File: src/rtl/mem_dbus_ctrl.sv
// mem_dbus_ctrl: MEM-stage data-bus access controller.
// Issues one req/ack transaction per load/store and stalls the pipeline
// while it is outstanding. Load data is returned lane-aligned and extended.
// The transaction holds in HOLD while another block stalls the pipe.
// A flush during WAIT moves to ABORT, which drains the bus and drops the data.
// Optional: `UNALIGNED_EXC_EN enables misaligned-access exceptions
// (adel_o/ades_o/bad_addr_o) and suppresses the bus access.
module mem_dbus_ctrl (
  input  logic        clk,
  input  logic        rst,
  input  logic [5:0]  stall_i,
  input  logic        flush_i,
  input  logic [7:0]  aluop_i,
  input  logic [31:0] addr_i,
  input  logic [31:0] reg2_i,
  input  logic [31:0] dbus_rdata_i,
  input  logic        dbus_ack_i,
  output logic        dbus_req_o,
  output logic        dbus_we_o,
  output logic [31:0] dbus_addr_o,
  output logic [3:0]  dbus_sel_o,
  output logic [31:0] dbus_wdata_o,
  output logic        stallreq_o,
  output logic [31:0] load_data_o,
  output logic        adel_o,
  output logic        ades_o,
  output logic [31:0] bad_addr_o
);

  localparam logic [7:0] EXE_LB_OP  = 8'b1110_0000;
  localparam logic [7:0] EXE_LBU_OP = 8'b1110_0100;
  localparam logic [7:0] EXE_LH_OP  = 8'b1110_0001;
  localparam logic [7:0] EXE_LHU_OP = 8'b1110_0101;
  localparam logic [7:0] EXE_LW_OP  = 8'b1110_0011;
  localparam logic [7:0] EXE_SB_OP  = 8'b1110_1000;
  localparam logic [7:0] EXE_SH_OP  = 8'b1110_1001;
  localparam logic [7:0] EXE_SW_OP  = 8'b1110_1011;

  localparam logic [1:0] S_IDLE  = 2'd0;
  localparam logic [1:0] S_WAIT  = 2'd1;
  localparam logic [1:0] S_HOLD  = 2'd2;
  localparam logic [1:0] S_ABORT = 2'd3;

  localparam logic [1:0] SZ_B = 2'd0;
  localparam logic [1:0] SZ_H = 2'd1;
  localparam logic [1:0] SZ_W = 2'd2;

  logic [1:0]  state;
  logic        is_ld, is_st, is_sgn, is_mem, mis, go;
  logic [1:0]  sz;
  logic [3:0]  nxt_sel;
  logic [31:0] nxt_wdata;
  logic        ld_q, sgn_q;
  logic [1:0]  sz_q, lane_q;
  logic [31:0] buf_q, ext;
  logic [7:0]  byte_v;
  logic [15:0] half_v;

  // Decode the EX/MEM operation into load/store, size and signedness.
  always_comb begin
    is_ld  = 1'b0;
    is_st  = 1'b0;
    is_sgn = 1'b0;
    sz     = SZ_W;
    case (aluop_i)
      EXE_LB_OP:  begin is_ld = 1'b1; is_sgn = 1'b1; sz = SZ_B; end
      EXE_LBU_OP: begin is_ld = 1'b1; sz = SZ_B; end
      EXE_LH_OP:  begin is_ld = 1'b1; is_sgn = 1'b1; sz = SZ_H; end
      EXE_LHU_OP: begin is_ld = 1'b1; sz = SZ_H; end
      EXE_LW_OP:  begin is_ld = 1'b1; end
      EXE_SB_OP:  begin is_st = 1'b1; sz = SZ_B; end
      EXE_SH_OP:  begin is_st = 1'b1; sz = SZ_H; end
      EXE_SW_OP:  begin is_st = 1'b1; end
      default: ;
    endcase
  end

  assign is_mem = is_ld | is_st;

`ifdef UNALIGNED_EXC_EN
  assign mis        = is_mem & (((sz == SZ_H) & addr_i[0]) | ((sz == SZ_W) & (addr_i[1:0] != 2'b00)));
  assign adel_o     = ~rst & mis & is_ld;
  assign ades_o     = ~rst & mis & is_st;
  assign bad_addr_o = (~rst & mis) ? addr_i : 32'h0;
`else
  assign mis        = 1'b0;
  assign adel_o     = 1'b0;
  assign ades_o     = 1'b0;
  assign bad_addr_o = 32'h0;
`endif

  // An op that may go on the bus (flush is applied where it matters).
  assign go = is_mem & ~mis;

  // Big-endian byte-lane enables and lane-replicated store data.
  always_comb begin
    nxt_sel   = 4'hF;
    nxt_wdata = reg2_i;
    case (sz)
      SZ_B: begin
        nxt_sel   = 4'b1000 >> addr_i[1:0];
        nxt_wdata = {4{reg2_i[7:0]}};
      end
      SZ_H: begin
        nxt_sel   = addr_i[1] ? 4'b0011 : 4'b1100;
        nxt_wdata = {2{reg2_i[15:0]}};
      end
      default: ;
    endcase
  end

  // Pick the addressed lane out of the read word and extend it; stores yield 0.
  always_comb begin
    byte_v = 8'h0;
    half_v = 16'h0;
    ext    = dbus_rdata_i;
    case (sz_q)
      SZ_B: begin
        case (lane_q)
          2'd0:    byte_v = dbus_rdata_i[31:24];
          2'd1:    byte_v = dbus_rdata_i[23:16];
          2'd2:    byte_v = dbus_rdata_i[15:8];
          default: byte_v = dbus_rdata_i[7:0];
        endcase
        ext = {{24{sgn_q & byte_v[7]}}, byte_v};
      end
      SZ_H: begin
        half_v = lane_q[1] ? dbus_rdata_i[15:0] : dbus_rdata_i[31:16];
        ext    = {{16{sgn_q & half_v[15]}}, half_v};
      end
      default: ;
    endcase
    if (!ld_q) ext = 32'h0;
  end

  // Transaction FSM and registered bus outputs.
  always_ff @(posedge clk) begin
    if (rst) begin
      state        <= S_IDLE;
      dbus_req_o   <= 1'b0;
      dbus_we_o    <= 1'b0;
      dbus_addr_o  <= 32'h0;
      dbus_sel_o   <= 4'h0;
      dbus_wdata_o <= 32'h0;
      buf_q        <= 32'h0;
      ld_q         <= 1'b0;
      sgn_q        <= 1'b0;
      sz_q         <= SZ_W;
      lane_q       <= 2'd0;
    end else begin
      case (state)
        S_IDLE: if (go && !flush_i) begin
          state        <= S_WAIT;
          dbus_req_o   <= 1'b1;
          dbus_we_o    <= is_st;
          dbus_addr_o  <= {addr_i[31:2], 2'b00};
          dbus_sel_o   <= nxt_sel;
          dbus_wdata_o <= nxt_wdata;
          ld_q         <= is_ld;
          sgn_q        <= is_sgn;
          sz_q         <= sz;
          lane_q       <= addr_i[1:0];
        end
        S_WAIT: begin
          if (dbus_ack_i) begin
            dbus_req_o <= 1'b0;
            buf_q      <= ext;
            state      <= (flush_i || stall_i == 6'd0) ? S_IDLE : S_HOLD;
          end else if (flush_i) begin
            state <= S_ABORT;
          end
        end
        S_HOLD: if (stall_i == 6'd0 || flush_i) state <= S_IDLE;
        default: if (dbus_ack_i) begin
          dbus_req_o <= 1'b0;
          state      <= S_IDLE;
        end
      endcase
    end
  end

  // Stall request and load result to MEM/WB.
  always_comb begin
    stallreq_o  = 1'b0;
    load_data_o = 32'h0;
    if (!rst) begin
      case (state)
        S_IDLE: stallreq_o = go & ~flush_i;
        S_WAIT: begin
          stallreq_o = ~dbus_ack_i;
          if (dbus_ack_i && !flush_i) load_data_o = ext;
        end
        S_HOLD: load_data_o = buf_q;
        default: stallreq_o = go;
      endcase
    end
  end

endmodule

File: config.mk
export PLATFORM = sky130hd
export DESIGN_NAME = mem_dbus_ctrl
export DESIGN_NICKNAME = d
export VERILOG_FILES = /design/src/rtl/mem_dbus_ctrl.sv
export SDC_FILE = /design/constraint.sdc
export NUM_CORES = 1
export LEC_CHECK = 0
export BUFFER_PORTS_ARGS = -buffer_cell sky130_fd_sc_hd__buf_4
export CORE_ASPECT_RATIO = 0.9
export CORE_UTILIZATION = 52
export DETAILED_ROUTE_END_ITERATION = 7
export GPL_TIMING_DRIVEN = 1
export PLACE_DENSITY = 0.87
export SKIP_CTS_REPAIR_TIMING = 1
export SLEW_MARGIN = 20
export SYNTH_ARGS = -nofsm -noshare
export SYNTH_HDL_FRONTEND = slang
export SYNTH_SLANG_ARGS = --single-unit
export TNS_END_PERCENT = 30
File: constraint.sdc
create_clock -name clk -period 5.53 [get_ports clk]
set_input_delay 0 -clock clk [delete_from_list [all_inputs] [get_ports clk]]
set_output_delay 0 -clock clk [all_outputs]
set_load 0.02 [all_outputs]
==> results.json, run 1 <==
{
  "status": "finished, violations left",
  "violations": "design-rule violations",
  "drv_cap": 0,
  "fp.dieW_um": 112.1,
  "grt_max_degree": 80,
  "fin_setup_tns_ns": 0,
  "dr.pass1.iters": 8,
  "hold_viol": 0,
  "pwr_density_cell_mw_per_mm2": 214.2,
  "fillers": 638,
  "cpPeakStageDelay_ns": 0.99,
  "antenna_found_initial": 1,
  "finish.instance_area_mm2": 0.008175,
  "min_path_type": "input port to register",
  "synth_edf_count": 0,
  "drc": 11,
  "startpoint_type": "register",
  "dp_slack_ns": 3.095,
  "drt_iter0_markers": 598,
  "p_leak_nw": 3.371,
  "final-setup-viol-count": 0,
  "vdd_drop_max_uv": 161.3,
  "max_clock_freq_mhz": 337.6,
  "grt_pass1_vias": 5205,
  "core_area_mm2": 0.01042,
  "cts.root.buffer_cell": "clkbuf_16",
  "cts.sinks": 108,
  "fin_ws_ns": 2.568,
  "path_max_fanout": 75,
  "post_synth.cell_area_avg_um2": 8.676,
  "path_cells": "inv_1, ha_1, nor2b_1, and4_4, nor2_1, a311oi_1, dlygate4sd3_1",
  "synthFlopType": "dfxtp_1",
  "synth_cell_types": 58,
  "grt_pass1_wl_um": 25570,
  "finalNetCount": 1022,
  "clk_pin_slew_ns": 0.08,
  "drive_gt1_frac": 0.2827,
  "yosys_warnings": 0,
  "final_common_cell": "buf_4",
  "grtUsageTotal": 0.2812,
  "worstSetupPathType": "register to register",
  "post-route-min-period_ns": 2.962,
  "clock_skew_ns": 0.01009,
  "dieHeight_um": 101.1,
  "tightestPinTransition_ns": 1.091,
  "synth-seq-area-share": 0.3810,
  "gr-total-overflow": 0,
  "placed_area_mm2": 0.007098,
  "syn_to_final_growth_pct": 44.08,
  "clockBufferDepth": 2,
  "finalCritPeriodShare": 0.5356,
  "start_util": 0.5444,
  "io_pins": 251,
  "htreeDepth": 3,
  "slew_headroom": 0.2729,
  "rows": 35,
  "required_ns": 5.82,
  "syn_inst": 654,
  "drt_wl_total_um": 20560,
  "synth-seq-cells": 108,
  "insertion_delay_ns": 0.35,
  "cts-buffers-inserted": 9,
  "p_total_w": 0.001751,
  "report.final.slew_viol_count": 0,
  "fp.dieArea_mm2": 0.01133,
  "ys_async_sr_fraction": 0,
  "cp_slowest_cell": "and4_4",
  "setup.worst_path.end_class": "register",
  "tritoncts": "built",
  "cp_top_family": "simple AND/OR/NAND/NOR gates",
  "hold-worst-slack_ns": 0.007570,
  "io_buffer_count": 214,
  "detail-route-antenna-nets": 0,
  "wl_per_cell_um": 19.78,
  "crit_buf_inv": 2,
  "critPathArrivalTime_ns": 3.25,
  "rsz0062_at_grt": "no",
  "syn_area_mm2": 0.005674,
  "gp_congestion": 0.8398,
  "dpl.hpwl_um": 11870,
  "via_count": 6228,
  "mostFrequentLayoutCells": "buf_4 (218), dfxtp_1 (108), nor2_1 (76), dlygate4sd3_1 (76), mux2i_1 (68)",
  "via_per_inst": 5.994
}
-- final timing paths --
check | slack, ns | end | startpoint | cells after the start
setup / recovery | 2.57 | dbus_wdata_o[8]$_SDFFE_PP0P_ | state[0]$_SDFFE_PP0P_ | 7
hold / removal | 0.008 | dbus_wdata_o[19]$_SDFFE_PP0P_ | reg2_i[19] | 3
setup reg to reg | 2.57 | dbus_wdata_o[8]$_SDFFE_PP0P_ | state[0]$_SDFFE_PP0P_ | 7
hold reg to reg | 0.46 | buf_q[6]$_SDFFE_PP0P_ | buf_q[6]$_SDFFE_PP0P_ | 2
-- stage by stage --
step / std cells / utilization
2_1_floorplan: 689 / -
3_3_place_gp: 946 / 0.6810
3_5_place_dp: 946 / 0.6810
4_1_cts: 962 / 0.7108
5_1_grt: 1039 / 0.7844
6_report: 1039 / 0.7844
-- Yosys cell counts, types with 6 or more instances --
cell      count  area, um^2
buf_4        40       300.3
o21ai_0      33       165.2
nor2_1       76       285.3
mux2_2        8       90.09
nand3_1      17       85.08
mux2i_1      68       680.7
and2_1        8       50.05
nor2b_1       9       56.30
clkbuf_1     38       142.6
dfxtp_1     108        2162
a211oi_1     10       75.07
buf_2        10       50.05
a311oi_1     12       105.1
inv_1         6       22.52
nand2_1      64       240.2
a22oi_1       6       45.04
o221ai_1      6       52.55
o22ai_1       8       50.05
and3_1        9       56.30
a21oi_1      33       165.2
a221o_1      24       240.2
-- registers in the layout, indices dropped and copies added, names as in the netlist --
register and cells:
dbus_addr_o 30, dbus_we_o 1, state 2, ld_q 1
dbus_req_o 1, sz_q 2, sgn_q 1, dbus_sel_o 4
buf_q 32, dbus_wdata_o 32, lane_q 2
-- worst register-to-register path, cell delays in order, from the launching register on --
cell and delay [ns]:
dfxtp_1 0.33, inv_1 0.12, ha_1 0.28, nor2b_1 0.21, and4_4 0.99, nor2_1 0.10, a311oi_1 0.30, dlygate4sd3_1 0.59
-- power by group --
| part | internal (W) | leakage [nW] | switching, W |
|---|---|---|---|
| sequential | 0.000785 | 0.870 | 0.00000556 |
| combinational | 0.000137 | 2.35 | 0.000152 |
| clock | 0.000368 | 0.146 | 0.000304 |
-- layer usage --
layer | part of all wire | GRT usage
met1 | 0.36 | 0.3383
met2 | 0.52 | 0.4921
met3 | 0.065 | 0.05171
met4 | 0.052 | 0.1323
met5 | 0 | 0
-- cell type report --
class,instances,area [um^2],share of cell area
multi-input cells,485,3119,0.3815
repair buffers,294,2397,0.2932
flip-flops and latches,108,2162,0.2645
clock buffers,10,239.0,0.02923
well taps,129,161.4,0.01974
clock inverters,6,71.32,0.008724
inverters,6,22.52,0.002755
diodes,1,2.502,0.0003061
-- kinds of logic after synthesis --
kind of cell	count (synthesis)	synth area share
adder cells (fa/ha/maj)	4	0.008821
flip-flops	108	0.3810
multiplexers	77	0.1398
buffers and inverters	96	0.09482
AO/OA/AOI/OAI	157	0.2013
other	1	0.0006609
AND/OR/NAND/NOR	211	0.1735
No activity file was read; power rests on OpenSTA's default activity.
==> inputs of run 2 (changes only) <==
--- a/config.mk
+++ b/config.mk
@@ -7,10 +7,10 @@
 export LEC_CHECK = 0
 export BUFFER_PORTS_ARGS = -buffer_cell sky130_fd_sc_hd__buf_4
 export CORE_ASPECT_RATIO = 0.9
-export CORE_UTILIZATION = 52
+export CORE_UTILIZATION = 43
 export DETAILED_ROUTE_END_ITERATION = 7
 export GPL_TIMING_DRIVEN = 1
-export PLACE_DENSITY = 0.87
+export PLACE_DENSITY = 0.77
 export SKIP_CTS_REPAIR_TIMING = 1
 export SLEW_MARGIN = 20
 export SYNTH_ARGS = -nofsm -noshare
==> constraint.sdc (replaced) <==
create_clock -name clk -period 2.5 [get_ports clk]
set_input_delay 0 -clock clk [delete_from_list [all_inputs] [get_ports clk]]
set_output_delay 0 -clock clk [all_outputs]
set_load 0.02 [all_outputs]
==> run 2 against run 1 <==
The flow finishes with violations (negative hold slack). Worst hold slack got worse by 0.028 ns. Critical path depth increased by 1. Register-to-register slack worse by 2.4 ns. Via count fell by 4.7%. Routed wire length shrank 9.0%. Combinational power up 130%. Clock power increased by 120%. Critical endpoint is now load_data_o[24]. Worst setup slack got worse by 2.5 ns. Clock-buffer cell count fell by 1. Global-route usage fell by 4.0 points.
==> results.json, run 2 (synthesis results as in run 1) <==
{
  "reg2reg_slack_ns": 0.19,
  "final_cells": 1090,
  "setup.worst_path.end_class": "output pin",
  "dpl.hpwl_um": 12040,
  "grt_pass1_wl_um": 26060,
  "drv_cap": 0,
  "fin_setup_tns_ns": 0,
  "cts.sinks": 108,
  "syn_to_final_growth_pct": 48.22,
  "vdd_drop_max_uv": 373.9,
  "startpoint_type": "register",
  "clock_skew_ns": 0.009724,
  "cpPeakStageDelay_ns": 0.41,
  "grt_pass1_vias": 5021,
  "largestRegisters": "buf_q: 32 flops, dbus_wdata_o: 32 flops, dbus_addr_o: 30 flops",
  "clockBufferDepth": 2,
  "dr.pass1.iters": 5,
  "min_path_type": "input port to register",
  "placedCellCount": 991,
  "wl_per_cell_um": 17.17,
  "final_common_cell": "buf_4",
  "path_cells": "inv_1, ha_1, or3b_4, nor2_4, o31ai_4, buf_12, o21ai_0, buf_4",
  "finalCritPeriodShare": 0.9720,
  "regArea_mm2": 0.002162,
  "p_total_w": 0.003881,
  "tritoncts": "built",
  "finish.instance_area_mm2": 0.008411,
  "mostFrequentLayoutCells": "buf_4 (232), dfxtp_1 (108), nor2_1 (76)",
  "hold_viol": 1,
  "clk_pin_slew_ns": 0.09,
  "status": "finished, violations left",
  "final-setup-viol-count": 0,
  "pwr_density_cell_mw_per_mm2": 461.5,
  "hold-worst-slack_ns": -0.02010,
  "via_per_inst": 5.445,
  "path_max_fanout": 16,
  "critPathArrivalTime_ns": 2.43,
  "via_count": 5935,
  "tightestPinTransition_ns": 0.7209,
  "drt_wl_total_um": 18710,
  "drt_iter0_markers": 702,
  "cp_slowest_cell": "or3b_4",
  "gp_congestion": 0.8599,
  "slew_headroom": 0.5172,
  "placed_area_mm2": 0.007246,
  "start_util": 0.4438,
  "grt_max_degree": 51,
  "insertion_delay_ns": 0.35,
  "cts.root.buffer_cell": "clkbuf_16",
  "core_area_mm2": 0.01278,
  "fp.dieArea_mm2": 0.01366,
  "fillers": 1017,
  "worstSetupPathType": "register to output pin",
  "htreeDepth": 3,
  "cts-buffers-inserted": 9,
  "crit_buf_inv": 3,
  "final_core_util": 0.6579,
  "grtUsageTotal": 0.2416,
  "fp.dieW_um": 123.1,
  "p_leak_nw": 3.471,
  "detail-route-antenna-nets": 0,
  "post-route-min-period_ns": 2.430,
  "diodes": 0,
  "io_pins": 251,
  "dieHeight_um": 111.0,
  "antenna_found_initial": 0,
  "max_clock_freq_mhz": 411.5,
  "drive_gt1_frac": 0.3002,
  "finalNetCount": 1039,
  "cp_top_family": "simple AND/OR/NAND/NOR gates",
  "report.final.slew_viol_count": 0,
  "required_ns": 2.50,
  "rows": 39,
  "drc": 0,
  "violations": "negative hold slack",
  "multiInputGateArea_mm2": 0.003147,
  "gr-total-overflow": 0,
  "io_buffer_count": 214
}
-- run 2: metrics by stage --
step                      setup WS (ns)  hold WS [ns]
final                           0.07004      -0.02010
after global routing           -0.02254      0.004355
after detailed placement         0.2240        0.2429
after global placement           0.2635        0.2322
after CTS                       -0.1697       -0.1296
after floorplan                  0.2346        0.1310
-- run 2: tightest hold or removal path, delay by kind of cell --
kind / cells / cell delay [ns]
buffers and inverters: 1 / 0.08
multiplexers: 1 / 0.06
AO/OA/AOI/OAI: 1 / 0.15
-- run 2: power breakdown --
group / switching (W) / internal, W
Clock: 0.000752 / 0.000730
Sequential: 0.0000108 / 0.00174
Combinational: 0.000338 / 0.000315
-- run 2: final cells by class --
class                           count  share of cell area
Multi-Input combinational cell    486              0.3741
Timing Repair Buffer              310              0.3035
Sequential cell                   108              0.2571
Clock buffer                        9             0.02678
Tap cell                          164             0.02440
Clock inverter                      7             0.01145
Inverter                            6            0.002678
-- run 2: worst paths after layout --
path	start	depth (start not counted)	to
worst max register to register	state[0]$_SDFFE_PP0P_	8	dbus_addr_o[19]$_SDFFE_PP0P_
worst min-delay path	reg2_i[29]	3	dbus_wdata_o[29]$_SDFFE_PP0P_
worst min register to register	buf_q[4]$_SDFFE_PP0P_	2	buf_q[4]$_SDFFE_PP0P_
worst max-delay path	state[0]$_SDFFE_PP0P_	8	load_data_o[24]
-- run 2: per-layer routing --
metal	wire (um)	track usage	share of wire	vias up
met1	7894	0.3248	0.42	2770
met4	589	0.08514	0.031	0
met2	8918	0.3805	0.48	293
li1	-	-	-	2823
met3	1309	0.04990	0.070	49
met5	0	0	0	-
